===== src/rtl/spi_rev_pkg.sv =====
// Shared types and helpers for the spi_rev_slave SPI test target.
//   state_t         : FSM states (idle, receiving a word, returning a word)
//   bitrev()        : reverse the low 'width' bits of a word, width <= 32
//   lead_is_rise()  : leading sck edge is the rising edge for this CPOL
//   sample_on_lead(): data is sampled on the leading edge for this CPHA
package spi_rev_pkg;

    typedef enum logic [1:0] {
        StIdle = 2'd0,
        StRx   = 2'd1,
        StTx   = 2'd2
    } state_t;

    localparam int unsigned MAX_W = 32;

    function automatic logic [MAX_W-1:0] bitrev(input logic [MAX_W-1:0] word,
                                                input int unsigned        width);
        logic [MAX_W-1:0] r;
        r = '0;
        for (int i = 0; i < MAX_W; i++) begin
            if (i < int'(width)) begin
                r[int'(width) - 1 - i] = word[i];
            end
        end
        return r;
    endfunction

    function automatic logic lead_is_rise(input int unsigned cpol);
        return cpol == 0;
    endfunction

    function automatic logic sample_on_lead(input int unsigned cpha);
        return cpha == 0;
    endfunction

endpackage


===== src/rtl/spi_sync_edge.sv =====
// Input conditioning for spi_rev_slave.
// Synchronises sck/ss/mosi into the system clock domain with SYNC_N flops and produces
// registered one-clock sck rise/fall pulses. ss and mosi get one extra flop so they stay
// aligned with the edge pulses (total pin-to-output latency SYNC_N+1 clocks).
// Ports:
//   clock, reset      : system clock, synchronous active-high reset
//   sck, ss, mosi     : raw SPI pins (asynchronous)
//   ss_s, mosi_s      : synchronised, edge-aligned ss / mosi
//   sck_rise, sck_fall: one-clock pulses for each synchronised sck transition
module spi_sync_edge #(
    parameter int unsigned SYNC_N   = 2,
    parameter logic        SCK_IDLE = 1'b0
) (
    input  logic clock,
    input  logic reset,
    input  logic sck,
    input  logic ss,
    input  logic mosi,
    output logic ss_s,
    output logic mosi_s,
    output logic sck_rise,
    output logic sck_fall
);

    logic [SYNC_N-1:0] sck_sync;
    logic [SYNC_N-1:0] ss_sync;
    logic [SYNC_N-1:0] mosi_sync;
    logic              sck_prev;

    // Chains reset to the bus idle levels so leaving reset never fakes an edge or a select.
    always_ff @(posedge clock) begin
        if (reset) begin
            sck_sync  <= {SYNC_N{SCK_IDLE}};
            ss_sync   <= '1;
            mosi_sync <= '0;
            sck_prev  <= SCK_IDLE;
            sck_rise  <= 1'b0;
            sck_fall  <= 1'b0;
            ss_s      <= 1'b1;
            mosi_s    <= 1'b0;
        end else begin
            sck_sync  <= {sck_sync[SYNC_N-2:0], sck};
            ss_sync   <= {ss_sync[SYNC_N-2:0], ss};
            mosi_sync <= {mosi_sync[SYNC_N-2:0], mosi};
            sck_prev  <= sck_sync[SYNC_N-1];
            sck_rise  <= sck_sync[SYNC_N-1] & ~sck_prev;
            sck_fall  <= ~sck_sync[SYNC_N-1] & sck_prev;
            ss_s      <= ss_sync[SYNC_N-1];
            mosi_s    <= mosi_sync[SYNC_N-1];
        end
    end

endmodule


===== src/rtl/spi_rev_slave.sv =====
// SPI slave test target: receives a DATA_W-bit word (MSB first) and returns it during the
// next DATA_W sck cycles, bit-reversed (REVERSE=1) or echoed (REVERSE=0). Fully synchronous
// to 'clock'; sck/ss/mosi are oversampled, so clock must be at least 4x the sck rate.
// Words alternate receive / reply slots and may run back to back inside one ss frame.
// Optional feature: define SPI_REV_SLAVE_ERR_EN to get the abort pulse and counter;
// otherwise err and err_cnt are tied to zero.
// Ports:
//   clock, reset : system clock, synchronous active-high reset
//   sck, ss, mosi: SPI inputs (ss active low)
//   miso         : SPI output, idle high
//   rx_data      : last complete received word; rx_valid pulses when it updates
//   busy         : FSM not idle
//   err, err_cnt : abort pulse and saturating abort count
module spi_rev_slave
    import spi_rev_pkg::*;
#(
    parameter int unsigned DATA_W  = 8,
    parameter int unsigned CPOL    = 0,
    parameter int unsigned CPHA    = 0,
    parameter int unsigned REVERSE = 1,
    parameter int unsigned SYNC_N  = 2
) (
    input  logic              clock,
    input  logic              reset,
    input  logic              sck,
    input  logic              ss,
    input  logic              mosi,
    output logic              miso,
    output logic [DATA_W-1:0] rx_data,
    output logic              rx_valid,
    output logic              busy,
    output logic              err,
    output logic [7:0]        err_cnt
);

    localparam int unsigned      CNT_W       = $clog2(DATA_W + 1);
    localparam logic [CNT_W-1:0] LAST_BIT    = CNT_W'(DATA_W - 1);
    localparam logic             LEAD_RISE   = lead_is_rise(CPOL);
    localparam logic             SAMPLE_LEAD = sample_on_lead(CPHA);
    // Sample on the rising edge when "leading is rise" and "sample on leading" agree.
    localparam logic             SAMPLE_RISE = (LEAD_RISE == SAMPLE_LEAD);

    logic ss_s;
    logic mosi_s;
    logic sck_rise;
    logic sck_fall;
    logic sample_edge;
    logic drive_edge;

    spi_sync_edge #(
        .SYNC_N   (SYNC_N),
        .SCK_IDLE (CPOL != 0)
    ) u_sync (
        .clock    (clock),
        .reset    (reset),
        .sck      (sck),
        .ss       (ss),
        .mosi     (mosi),
        .ss_s     (ss_s),
        .mosi_s   (mosi_s),
        .sck_rise (sck_rise),
        .sck_fall (sck_fall)
    );

    assign sample_edge = SAMPLE_RISE ? sck_rise : sck_fall;
    assign drive_edge  = SAMPLE_RISE ? sck_fall : sck_rise;

    state_t            state;
    logic [CNT_W-1:0]  bit_cnt;
    logic [DATA_W-2:0] rx_sh;
    logic [DATA_W-1:0] tx_sh;
    logic [DATA_W-1:0] rx_word;
    logic [DATA_W-1:0] tx_load;

    // Word as it stands once the current sample is shifted in.
    assign rx_word = {rx_sh, mosi_s};
    assign tx_load = (REVERSE != 0) ? DATA_W'(bitrev(32'(rx_word), DATA_W)) : rx_word;
    assign busy    = (state != StIdle);

    always_ff @(posedge clock) begin
        if (reset) begin
            state    <= StIdle;
            bit_cnt  <= '0;
            rx_sh    <= '0;
            tx_sh    <= '0;
            rx_data  <= '0;
            rx_valid <= 1'b0;
            miso     <= 1'b1;
        end else begin
            rx_valid <= 1'b0;
            if (ss_s) begin
                // Deselect wins over any coincident sck edge; rx_data is kept.
                state   <= StIdle;
                bit_cnt <= '0;
                rx_sh   <= '0;
                tx_sh   <= '0;
                miso    <= 1'b1;
            end else begin
                unique case (state)
                    StIdle: begin
                        state   <= StRx;
                        bit_cnt <= '0;
                        miso    <= 1'b1;
                    end
                    StRx: begin
                        if (sample_edge) begin
                            rx_sh <= rx_word[DATA_W-2:0];
                            if (bit_cnt == LAST_BIT) begin
                                rx_data  <= rx_word;
                                rx_valid <= 1'b1;
                                tx_sh    <= tx_load;
                                bit_cnt  <= '0;
                                state    <= StTx;
                            end else begin
                                bit_cnt <= bit_cnt + CNT_W'(1);
                            end
                        end else if (drive_edge) begin
                            miso <= 1'b1;
                        end
                    end
                    StTx: begin
                        if (drive_edge) begin
                            miso  <= tx_sh[DATA_W-1];
                            tx_sh <= {tx_sh[DATA_W-2:0], 1'b0};
                        end else if (sample_edge) begin
                            if (bit_cnt == LAST_BIT) begin
                                bit_cnt <= '0;
                                state   <= StRx;
                            end else begin
                                bit_cnt <= bit_cnt + CNT_W'(1);
                            end
                        end
                    end
                    default: begin
                        state   <= StIdle;
                        bit_cnt <= '0;
                        miso    <= 1'b1;
                    end
                endcase
            end
        end
    end

`ifdef SPI_REV_SLAVE_ERR_EN
    logic abort;

    // Deselect seen while a word is partly received or while replying.
    assign abort = ss_s && (((state == StRx) && (bit_cnt != '0)) || (state == StTx));

    always_ff @(posedge clock) begin
        if (reset) begin
            err     <= 1'b0;
            err_cnt <= '0;
        end else begin
            err <= abort;
            if (abort && (err_cnt != 8'hff)) begin
                err_cnt <= err_cnt + 8'd1;
            end
        end
    end
`else
    assign err     = 1'b0;
    assign err_cnt = '0;
`endif

endmodule

===== config.mk =====
export PLATFORM = sky130hd
export DESIGN_NAME = spi_rev_slave
export DESIGN_NICKNAME = d
export VERILOG_FILES = /design/src/rtl/spi_rev_pkg.sv /design/src/rtl/spi_sync_edge.sv /design/src/rtl/spi_rev_slave.sv
export SDC_FILE = /design/constraint.sdc
export NUM_CORES = 1
export LEC_CHECK = 0
export CORE_ASPECT_RATIO = 0.9
export CORE_MARGIN = 4
export CORE_UTILIZATION = 50
export DETAILED_ROUTE_END_ITERATION = 8
export PLACE_DENSITY = 0.85
export SLEW_MARGIN = 5
export SYNTH_ARGS = -nofsm -noshare
export SYNTH_HDL_FRONTEND = slang
export SYNTH_SLANG_ARGS = --single-unit

===== constraint.sdc =====
create_clock -name clock -period 1.9 [get_ports clock]
set_input_delay 0.38 -clock clock [delete_from_list [all_inputs] [get_ports clock]]
set_output_delay 0.38 -clock clock [all_outputs]
set_load 0.05 [all_outputs]

-- After elaboration in Yosys (flattened, before gate mapping)
Index checks and enable logic that the tools add are counted.
- $add $sub $neg: 1
- divide/modulo/power cells: 0
- multiply operators: 0
- reductions and logical operators: 10
- shift-type cells: 0
- muxes and demuxes: 19
- $lt $le $gt $ge: 0
- bitwise logic cells: 7
- eq/ne operators: 11
- operator list (kind ; number):
    $mux W8 ; 3
    $pmux W8 S2 ; 1
    $mux W4 ; 3
    $mux W2 ; 5
    $ne A2 B1 Y1 const B ; 4
    $ne A2 B2 Y1 const B ; 4
    $pmux W4 S2 ; 1
    $reduce_and A4 Y1 ; 2
    $pmux W2 S3 ; 1
    $not A1 Y1 ; 5
    $reduce_and A5 Y1 ; 1
    $add A4 B1 Y4 const B ; 1
    $eq A4 B3 Y1 const B ; 1
    $mux W1 ; 4
    $reduce_bool A2 Y1 ; 2
    $reduce_or A4 Y1 ; 1
    $reduce_and A3 Y1 ; 1
    $and A1 B1 Y1 ; 2
    $eq A2 B1 Y1 const B ; 1
    $eq A2 B2 Y1 const B ; 1
    $logic_not A2 Y1 ; 1
    $pmux W1 S2 ; 1
    $reduce_and A2 Y1 ; 1
    $reduce_or A2 Y1 ; 1
- register bits after elaboration: 42
- output and inout bits: 20
- memories kept: 0
- bits in read-only memories: 0
- latch bits: 0
- RAM bits: 0
- input port bits: 5
- word-level logic and storage cells: 63

-- Depth between registers and ports, before layout
- depth in word-level cells: 5
- mapped depth: 7
- gate-level depth less buffers: 6

-- Modules after synthesis
From an unflattened synthesis, not the netlist that was laid out.
- cell total of the unflattened synthesis: 185
- area, all modules: 1781.7 um2
- modules (own cells, without submodules) (module ; cells each ; area an instance (um2) ; seq. area each (um2) ; times used):
    spi_rev_slave ; 162 ; 1478.9 ; 620.6 ; 1
    spi_sync_edge ; 23 ; 302.8 ; 220.2 ; 1

-- Worst setup path after synthesis
No wires, ideal clock.
- path type: reg-to-reg
- start point: reg state[0]
- end point: reg tx_sh[2]
- arrival time: 1.632 ns
- buffers on the path: 1
- setup time: 0.079 ns
- setup slack: 0.189 ns
- period minus slack after synthesis: 1.711 ns
- stages on the path, launching flop included: 8
- required time: 1.821 ns
- cells stage by stage: dfxtp_1 > inv_1 > ha_1 > and2b_1 > a2111oi_4 > buf_6 > nor2_2 > a211oi_2
- word-level cells in the longest chain between the ends: 3
- elaborated cells on any way between the ends: 8
- classes of those cells: eq/ne (5); mux (1); reduce/logical (2)
- ends and longest elaborated chain (what ; RTL line ; RTL):
    from (decl) ; spi_rev_slave.sv:68 ; state_t state;
    from (signal assigned) ; spi_rev_slave.sv:82 ; state <= StIdle;
    from (signal assigned) ; spi_rev_slave.sv:93 ; state <= StIdle;
    from (signal assigned) ; spi_rev_slave.sv:101 ; state <= StRx;
    $eq A2 B1 Y1 or $eq A2 B2 Y1 (tied branches) ; spi_rev_slave.sv:99 ; unique case (state)
    $ne A2 B1 Y1 (no source line), or another cell as far along ; n/a ;
    $reduce_and A4 Y1 (no source line) ; n/a ;
    to (signal assigned) ; spi_rev_slave.sv:111 ; tx_sh <= tx_load;
    to (signal assigned) ; spi_rev_slave.sv:124 ; tx_sh <= {tx_sh[DATA_W-2:0], 1'b0};
    to (decl) ; spi_rev_slave.sv:71 ; logic [DATA_W-1:0] tx_sh;
Several ways; a longest one is shown, not always the timed one.
A chain may end at the register's enable or synchronous reset.

-- Worst setup path after layout
- start point: reg rx_data[7]
- end point: out rx_data[7]
- RTL lines (what ; RTL line ; RTL):
    from (decl) ; spi_rev_slave.sv:29 ; output logic [DATA_W-1:0] rx_data,
    from (signal assigned) ; spi_rev_slave.sv:109 ; rx_data <= rx_word;
No word-level cell between the ends.

==> flow_summary.yaml <==
synthesis:
  async_reset_ff_share_pct: 0
  synth_edf_count: 0
  avgSynthCellArea_sq_um: 9.65
  synth_ff_type: "dfxtp_1"
  postSynthCellCount: 182
  ys_types: 36
  synth_area_leaders: "dfxtp_1, mux2i_1, a211oi_1"
  yosysTopAreaCell: "dfxtp_1"
  synth_top_area_share_pct: 47.9
  yosysWarnings: 0
  ys_ff_latch: 42
  syn-cell-area_sq_um: 1760
  synth_seq_area_share_pct: 47.9
global_route:
  grt_max_degree: 21
  grt_pass1_vias: 1167
  overflow: 0
  antenna_found_initial: 0
  grt_pass1_wl_um: 5420
  grt_use_total_pct: 15.3
sta:
  min_period_ps: 1820
  final.setup.tns_ps: 0
  tightest_slew_ps: 504
  post-route-period-util_pct: 95.8
  finClkSkew_ps: 6.79
  whs_ps: 409
  setup_viol: 0
  finalHoldViolations: 0
  fmax_mhz: 549
  slew_headroom_pct: 66.3
  worst_slack_ps: 79.0
  drv_slew: 0
floorplanning:
  initial_core_util_pct: 52.0
  dieArea_sq_um: 4530
  core_area_sq_um: 3380
  die_y_um: 64.2
  row_count: 20
  die_w_um: 70.5
  num_io_pins: 25
worst_setup_path:
  path_buf_inv: 1
  critPathMaxStageDelay_ps: 810
  critical_path_class: "reg -> out"
  cp.required_ps: 1520
  worst_setup_path_end_kind: "primary output"
  worst_ep_arrival_time_ps: 1440
  crit_family: "buffers and inverters"
  cp_cell_sequence: "clkdlybuf4s50_1"
  slowest_stage: "clkdlybuf4s50_1"
  worst-path-max-fanout: 2
  worstSetupStartpointType: "register"
placement:
  port_buffers: 15
  gp_congestion: 0.808
  dp_hpwl_um: 2140
  pre_cts_ws_ps: 150
  place_area_sq_um: 1940
cts:
  htreeDepth: 2
  clock_path_buffers: 2
  cts_tree: "built"
  cts.sinks: 42
  clock_latency_ps: 290
  numCtsBuffers: 5
  clkTransAtPathRegs_ps: 70
  root_buffer: "clkbuf_8"
  cts_hold_buffers: 0
routing:
  ant_nets: 0
  wl_per_cell_um: 13.3
  routed_wl_um: 3320
  drc: 0
  num_vias: 1263
  vias_per_cell: 5.05
  drt_iter0_markers: 38
  firstDrtPassIters: 4
pwr:
  power_mw: 1.83
  irDropWorstVdd_mv: 0.676
  p_per_area_nw_per_um2: 861
  leakage_nw: 0.776
run_status:
  status: "finished clean"
cells_and_area:
  fin_area_sq_um: 2130
  nets: 215
  syn_to_final_growth_pct: 21.2
  antenna_cells: 0
  drive_gt1_share_pct: 15.5
run:
  cap_viol_max_count: 0
hold_path:
  hold_path_class: "reg -> reg"
## cells in the mapped netlist, types with 2 or more instances
library cell,number
mux2i_1,15
inv_1,6
nor2_1,18
a211oi_1,9
dfxtp_1,42
or2_2,4
and2_1,2
nand2_1,18
clkbuf_1,5
o21ai_0,4
nor2b_1,8
a21oi_1,13
nand3_1,2
buf_4,9
ha_1,5
nand4b_1,2
## cell type report
| cell class | instances | area [sq um] |
|---|---|---|
| clock buffer | 6 | 82.6 |
| tap | 44 | 55.1 |
| multi-input combinational | 126 | 840 |
| clock inverter | 2 | 60.1 |
| timing repair buffer | 24 | 226 |
| sequential | 42 | 842 |
| inverter | 6 | 22.5 |
| fill | 269 | 1250 |
## placed cells by master, fill, tap and decap left out, types with 4 or more instances in the layout
master	n
clkbuf_8	6
ha_1	4
buf_4	8
mux2i_1	15
a21oi_1	13
nand2_1	18
nor2_1	18
nor2b_1	8
dfxtp_1	41
a211oi_1	8
or2_2	4
conb_1	9
inv_1	6
clkdlybuf4s50_1	13
o21ai_0	4
## layer usage
layer / part of all wire (%) / vias up / GRT usage (%) / wire [um]
li1: - / 643 / - / -
met1: 47 / 587 / 19.0 / 1560
met2: 48 / 26 / 24.6 / 1610
met3: 3.3 / 7 / 4.72 / 110
met4: 1.3 / 0 / 6.46 / 43
met5: 0 / - / 0 / 0
## where the power goes
| part | leakage [nW] | internal (mW) | switching (mW) |
|---|---|---|---|
| sequential | 0.340 | 0.888 | 0.00487 |
| combinational | 0.364 | 0.0229 | 0.0613 |
| clock | 0.0714 | 0.560 | 0.295 |
## state kept, by name, indices dropped and copies added (netlist names), 2 cells and up
signal            flops
rx_data               8
tx_sh                 8
rx_sh                 7
bit_cnt               4
state                 2
u_sync.mosi_sync      2
u_sync.sck_sync       2
u_sync.ss_sync        2
## cells by family after synthesis
logic type      share of synthesized area, %
mux                                     9.19
buf+inv                                 7.05
compound gates                          12.7
other cells                            0.213
flops                                   47.9
simple gates                            19.4
fa+ha+maj                               3.56
## metrics by stage
stage	instances	utilization, %
detailed placement	238	57.3
floorplan	190	-
global route	250	63.0
finish	250	63.0
CTS	246	61.5
global placement	238	57.3
## repair_timing
action                                  4_1_cts  5_1_grt
endpoints found under the setup margin        0        5
buffers inserted                              0        3
resized for setup                             0        4
## worst paths after layout
check                     start  cells past startpoint               to  slack, ps
max                  rx_data[7]                      1       rx_data[7]         80
min          u_sync.sck_sync[1]                      1  u_sync.sck_fall        410
max reg2reg            state[1]                      8         tx_sh[2]        100
min reg2reg  u_sync.sck_sync[1]                      1  u_sync.sck_fall        410
Power figures use the tool's default switching activity.
